<file path="config.mk">
export PLATFORM = sky130hd
export DESIGN_NAME = operand_issue
export DESIGN_NICKNAME = d
export VERILOG_FILES = /design/src/rtl/operand_issue.sv
export SDC_FILE = /design/constraint.sdc
export NUM_CORES = 1
export LEC_CHECK = 0
export CAP_MARGIN = 20
export CORE_MARGIN = 4
export CORE_UTILIZATION = 52
export DETAILED_ROUTE_END_ITERATION = 10
export PLACE_DENSITY = 0.83
export SYNTH_ARGS = -nofsm -noshare
export SYNTH_HDL_FRONTEND = slang
export SYNTH_SLANG_ARGS = --single-unit
</file>
<file path="constraint.sdc">
create_clock -name clk -period 2.55 [get_ports clk]
set_input_delay 0.51 -clock clk [delete_from_list [all_inputs] [get_ports clk]]
set_output_delay 0.51 -clock clk [all_outputs]
set_load 0.005 [all_outputs]
</file>
<file path="src/rtl/operand_issue.sv">
// operand_issue: single-issue operand fetch stage for the 16-bit execute units.
// Latches one instruction, reads A/B from an 8x16 register file, hands A/B/op to
// execute over valid/ready, waits for the result and writes it back to R[rd].
//
// Ports:
//   clk, rst_n            clock, asynchronous active-low reset
//   instr, instr_valid    instruction word {op, rd, rs, rt} / imm6 in [5:0]
//   instr_ready           stage is idle and can accept an instruction
//   A, B, op, ex_valid    operands and opcode presented to execute
//   ex_ready              execute accepts A/B/op
//   res, res_valid        execute result
//   res_ready             stage is waiting for a result
//   dbg_addr, dbg_data    combinational register-file read port (no bypass)
//   busy                  high in every state except IDLE
//
// Build option: define R0_ZERO_EN to hardwire R0 to zero (writes to R0 dropped).
module operand_issue (
   input  logic        clk,
   input  logic        rst_n,
   input  logic [15:0] instr,
   input  logic        instr_valid,
   output logic        instr_ready,
   output logic [15:0] A,
   output logic [15:0] B,
   output logic [3:0]  op,
   output logic        ex_valid,
   input  logic        ex_ready,
   input  logic [15:0] res,
   input  logic        res_valid,
   output logic        res_ready,
   input  logic [2:0]  dbg_addr,
   output logic [15:0] dbg_data,
   output logic        busy
);

   localparam int unsigned DW = 16;
   localparam int unsigned NR = 8;
   localparam logic [3:0]  OP_NOP = 4'hF;

   localparam logic [2:0] S_IDLE  = 3'd0;
   localparam logic [2:0] S_READ  = 3'd1;
   localparam logic [2:0] S_ISSUE = 3'd2;
   localparam logic [2:0] S_WAIT  = 3'd3;
   localparam logic [2:0] S_WRITE = 3'd4;

   logic [2:0]    r_state;
   logic [2:0]    w_next;
   logic [15:0]   r_instr;
   logic [15:0]   r_res;
   logic [15:0]   r_a;
   logic [15:0]   r_b;
   logic [3:0]    r_op;
   logic          r_instr_ready;
   logic          r_ex_valid;
   logic          r_res_ready;
   logic          r_busy;
   logic [DW-1:0] r_rf [NR];

   logic [3:0]    w_op;
   logic [2:0]    w_rd;
   logic [2:0]    w_rs;
   logic [2:0]    w_rt;
   logic [5:0]    w_imm;
   logic          w_wr_en;

   assign w_op  = r_instr[15:12];
   assign w_rd  = r_instr[11:9];
   assign w_rs  = r_instr[8:6];
   assign w_rt  = r_instr[5:3];
   assign w_imm = r_instr[5:0];

`ifdef R0_ZERO_EN
   // R0 is never written, so it keeps its reset value of zero.
   assign w_wr_en = (w_rd != 3'd0);
`else
   assign w_wr_en = 1'b1;
`endif

   // State register
   always_ff @(posedge clk or negedge rst_n) begin
      if (!rst_n) r_state <= S_IDLE;
      else        r_state <= w_next;
   end

   // Next-state logic
   always_comb begin
      w_next = r_state;
      case (r_state)
         S_IDLE:  if (instr_valid) w_next = S_READ;
         S_READ:  w_next = (w_op == OP_NOP) ? S_IDLE : S_ISSUE;
         S_ISSUE: if (ex_ready) w_next = S_WAIT;
         S_WAIT:  if (res_valid) w_next = S_WRITE;
         S_WRITE: w_next = S_IDLE;
         default: w_next = S_IDLE;
      endcase
   end

   // Handshake outputs: registered decodes of the next state. instr_ready
   // resets low so it reads 0 while rst_n is held.
   always_ff @(posedge clk or negedge rst_n) begin
      if (!rst_n) begin
         r_instr_ready <= 1'b0;
         r_ex_valid    <= 1'b0;
         r_res_ready   <= 1'b0;
         r_busy        <= 1'b0;
      end else begin
         r_instr_ready <= (w_next == S_IDLE);
         r_ex_valid    <= (w_next == S_ISSUE);
         r_res_ready   <= (w_next == S_WAIT);
         r_busy        <= (w_next != S_IDLE);
      end
   end

   // Instruction/result capture and operand registers
   always_ff @(posedge clk or negedge rst_n) begin
      if (!rst_n) begin
         r_instr <= '0;
         r_res   <= '0;
         r_a     <= '0;
         r_b     <= '0;
         r_op    <= '0;
      end else begin
         if (r_state == S_IDLE && instr_valid) r_instr <= instr;
         if (r_state == S_READ) begin
            r_op <= w_op;
            r_a  <= r_rf[w_rs];
            r_b  <= w_op[3] ? {10'b0, w_imm} : r_rf[w_rt];
         end
         if (r_state == S_WAIT && res_valid) r_res <= res;
      end
   end

   // Register file writeback
   always_ff @(posedge clk or negedge rst_n) begin
      if (!rst_n) begin
         for (int i = 0; i < int'(NR); i++) r_rf[i] <= '0;
      end else if (r_state == S_WRITE && w_wr_en) begin
         r_rf[w_rd] <= r_res;
      end
   end

   assign instr_ready = r_instr_ready;
   assign ex_valid    = r_ex_valid;
   assign res_ready   = r_res_ready;
   assign busy        = r_busy;
   assign A           = r_a;
   assign B           = r_b;
   assign op          = r_op;
   assign dbg_data    = r_rf[dbg_addr];

endmodule

</file>
# After elaboration in Yosys (flattened, before gate mapping)
# Index checks and enable logic that the tools add are counted.
[op_classes]
magnitude_cmp = 5
eq_ne = 7
n_mux = 18
n_bitwise = 4
n_reduce_logical = 6
[ops]
columns = ["op", "count"]
rows = [
  ["16-bit binary-select mux with 3-bit select", 3],
  ["128-bit bitwise mux", 1],
  ["16-bit 2-to-1 mux", 8],
  ["16-bit demux with 3-bit select", 1],
  ["4-bit >= comparator (second input constant)", 4],
  ["3-bit NOT with 4-bit output", 4],
  ["3-bit by 2-bit == test with 1-bit output (second input constant)", 4],
  ["3-bit case mux with 4 select lines", 1],
  ["3-bit 2-to-1 mux", 3],
  ["3-bit zero test", 2],
  ["4-bit == test (second input constant)", 1],
  ["4-bit by 1-bit less-than comparator with 1-bit output (second input constant)", 1],
  ["3-bit by 1-bit == test with 1-bit output (second input constant)", 1],
  ["3-bit == test (second input constant)", 1],
  ["1-bit logical AND", 3],
  ["3-bit nonzero test", 1],
  ["2-bit 2-to-1 mux", 1],
]
[totals]
register_bits = 203
input_bits = 40
out_inout_bits = 56

# Depth between registers and ports, before layout
[depth]
ltp_word = 6
ltp_mapped = 7

# Worst setup path before layout
# No wires, ideal clock.
[synth_path]
path_type = "input-to-output"
from = "in dbg_addr[0]"
to = "out dbg_data[14]"
t_arrival_ns = 1.820
t_required_ns = 2.040
setup_slack_ns = 0.220
cell_stages = 4
n_path_buf = 2
cell_sequence = "clkbuf_1 -> buf_2 -> mux4_2 -> mux2_2"
[synth_via]
elab_chain_len = 4
[synth_lines]
columns = ["item", "line_no", "source"]
rows = [
  ["start, declared", "31", "input logic [2:0] dbg_addr,"],
  ["3-bit NOT with 4-bit output (not written as such)", "149", "assign dbg_data = r_rf[dbg_addr];"],
  ["16-bit binary-select mux with 3-bit select", "149", ""],
  ["16-bit 2-to-1 mux (not written as such) (2 in a row)", "149", ""],
  ["end, declared", "32", "output logic [15:0] dbg_data,"],
]
# No other way between the ends. The select of a mux whose other input is x is not followed.

# Worst setup path in the final report
[layout_path]
from = "reg r_rf[127] (netlist name)"
to = "out dbg_data[15]"
[layout_via]
elab_chain_len = 3
[layout_lines]
columns = ["item", "line_no", "source"]
rows = [
  ["start, declared", "57", "logic [DW-1:0] r_rf [NR];"],
  ["start signal, assigned by index", "138", "r_rf[w_rd] <= r_res;"],
  ["16-bit binary-select mux with 3-bit select", "149", ""],
  ["16-bit 2-to-1 mux (not written as such) (2 in a row)", "149", ""],
]
# No other way between the ends. The select of a mux whose other input is x is not followed.

==> metrics.yaml <==
worst_setup_path:
  worstPathArrival_ns: 2.01
  worstPathMaxFanout: 4
  start_kind: "flip-flop"
  worstSetupEndpointType: "primary output"
  crit_type: "reg2out"
  critPathRequiredTime_ns: 2.04
place:
  gp_congestion: 0.881
  dp_cells: 1124
  hpwlAfterDp_um: 17800
  port_buffers: 95
floorplanning:
  die_w_um: 152
  die_h_um: 152
  row_count: 52
  fp.coreArea_um2: 20200
  initial_core_util_pct: 53.0
  fp.dieArea_um2: 23000
  io_pins: 96
grt:
  grt_overflow: 0
  grt_max_degree: 64
  grt_use_total_pct: 28.0
  grt_pass1_vias: 8337
  grt_antenna_before_repair: 0
  grt_pass1_wl_um: 49000
cts:
  clockBufferDepth: 3
  clk_latency_ns: 0.52
  cts_root_buf: "clkbuf_16"
  cts.reportedPaths.clkPinSlew_ns: 0.06
  clock_sinks: 203
  h-tree-depth: 1
  cts_tree: "built"
  cts_buffers: 23
logic_synthesis:
  synth_seq_cells: 203
  syn_inst: 778
  synth.largest_area_cell: "dfrtp_1"
  synth_area_per_cell_um2: 13.8
  synth_top_area_share_pct: 47.4
  ys_seq_area_share_pct: 47.4
  syn-cell-area_um2: 10700
  yosysMostFrequentCell: "mux2_2"
  ys_types: 37
  synth_area_leaders: "dfrtp_1 (47%), mux2_2 (24%), mux4_2 (8.8%), mux2i_1 (3.6%), mux2_4 (2.8%)"
  synth_fp_nets: 818
  synth-main-ff-cell: "dfrtp_1"
  synth_common_cells: "mux2_2 (230), dfrtp_1 (203), mux4_2 (42), mux2i_1 (39), nand2_1 (35)"
  async_flop_share_pct: 100
  synth-edff-count: 0
  ys_warn_count: 0
routing:
  drt_pass1_iterations: 7
  ant_nets: 0
  wirelength_um: 31700
  vias_per_cell: 6.39
  drtIter0Drc: 806
  drcViolationCount: 0
  vias: 7960
  wire_per_inst_um: 25.4
outcome:
  status: "complete, no violations"
final_layout:
  seq_area_um2: 5080
  fillCellCount: 1354
  antenna_cells: 0
  multi_input_area_um2: 5370
  final_util_pct: 66.9
  final_cell_count_no_fill: 1246
  areaGrowthSynthToFinish_pct: 26.4
  drive_gt1_share_pct: 47.1
  layout.nets: 1000
sta:
  worstMarginPinSlew_ns: 0.882
  fin_hold_ws_ns: 0.479
  period_share_pct: 98.9
  rsz0062_at_grt: "no"
  slew_headroom_pct: 41.0
  slew_viol_final: 0
  fmax_mhz: 396
  hold_viol: 0
  setup_violations: 0
  fin_crit_ns: 2.52
  skew_ns: 0.0210
power_and_ir_drop:
  irDropWorstVdd_mv: 0.543
  pwr_density_cell_nw_per_um2: 1270
  power_mw: 17.1
  cellLeakagePower_nw: 6.41
flow_run:
  cap_violations: 0
min_path:
  min_path_type: "reg2reg"
[flip-flops by register name (all words and copies together), names as in the netlist, 3 cells and up]
signal and count:
B 16, op 4, r_instr 16, r_res 16
A 16, r_state 3, r_rf 128
[routing by layer]
metal	routed length [um]	vias to the layer above	global-route usage, %
li1	-	3323	-
met1	12300	4033	36.4
met2	15300	476	45.7
met3	2640	128	5.89
met4	1500	0	12.5
met5	0	-	0
[kinds of logic after synthesis]
kind of cell	count (synthesis)	synth area share [%]
AND/OR/NAND/NOR	92	4.41
AO/OA/AOI/OAI	90	6.20
multiplexers	331	39.4
flip-flops	203	47.4
buffers and inverters	62	2.55
[worst paths after layout]
check | start | end | slack [ns] | depth (start not counted)
worst max-delay path | r_rf[127] | dbg_data[15] | 0.03 | 3
worst min-delay path | B[10] | B[10] | 0.48 | 2
worst max register to register | r_state[1] | B[3] | 0.45 | 4
worst min register to register | B[10] | B[10] | 0.48 | 2
max in group asynchronous | rst_n | r_rf[68] | 1.25 | 3
min in group asynchronous | rst_n | r_res[11] | 0.53 | 2
[through the flow]
step	worst slack [ns]	instance area [um2]	TNS, ns
after floorplan	0.220	10700	0
after global placement	-0.283	12200	-4.26
after detailed placement	-0.301	12200	-4.59
after CTS	0.0612	13500	0
after global routing	0.00383	13500	0
final	0.0278	13500	0
[power breakdown]
| group | internal [mW] | switching (mW) | leakage, nW |
|---|---|---|---|
| Combinational | 4.45 | 3.23 | 3.36 |
| Sequential | 4.61 | 1.60 | 2.69 |
| Clock | 1.91 | 1.33 | 0.361 |
[critical path, cell delays in order (launching register included)]
cell and delay (ns):
dfrtp_1 0.44, mux4_2 0.49, mux2_2 0.31, dlygate4sd2_1 0.27
[final cells by class]
type                            instances  share of cell area (%)
Sequential cell                       203                    37.5
Multi-Input combinational cell        513                    39.7
Timing Repair Buffer                  216                    14.8
Inverter                                3                  0.0831
Tap cell                              270                    2.49
Clock buffer                           34                    4.92
Clock inverter                          7                   0.490
[cells in the final DEF, fill, tap and decap left out, types with 16 or more instances in the layout]
master,n
dfrtp_1,201
mux4_2,42
nand2_1,35
nor2_1,18
clkdlybuf4s50_1,76
mux2_2,230
a22o_1,16
clkbuf_16,23
dlygate4sd2_1,16
o22ai_1,32
mux2i_1,39
buf_4,109
o31ai_1,28
mux2_4,20
[what timing repair did]
item,4_1_cts,5_1_grt
setup buffers,77,0
endpoints found under the hold margin,5,0
setup endpoints to repair,16,0
resized for setup,24,0
hold buffers,1,0
Note: power is estimated with default switching activity, not from simulation.
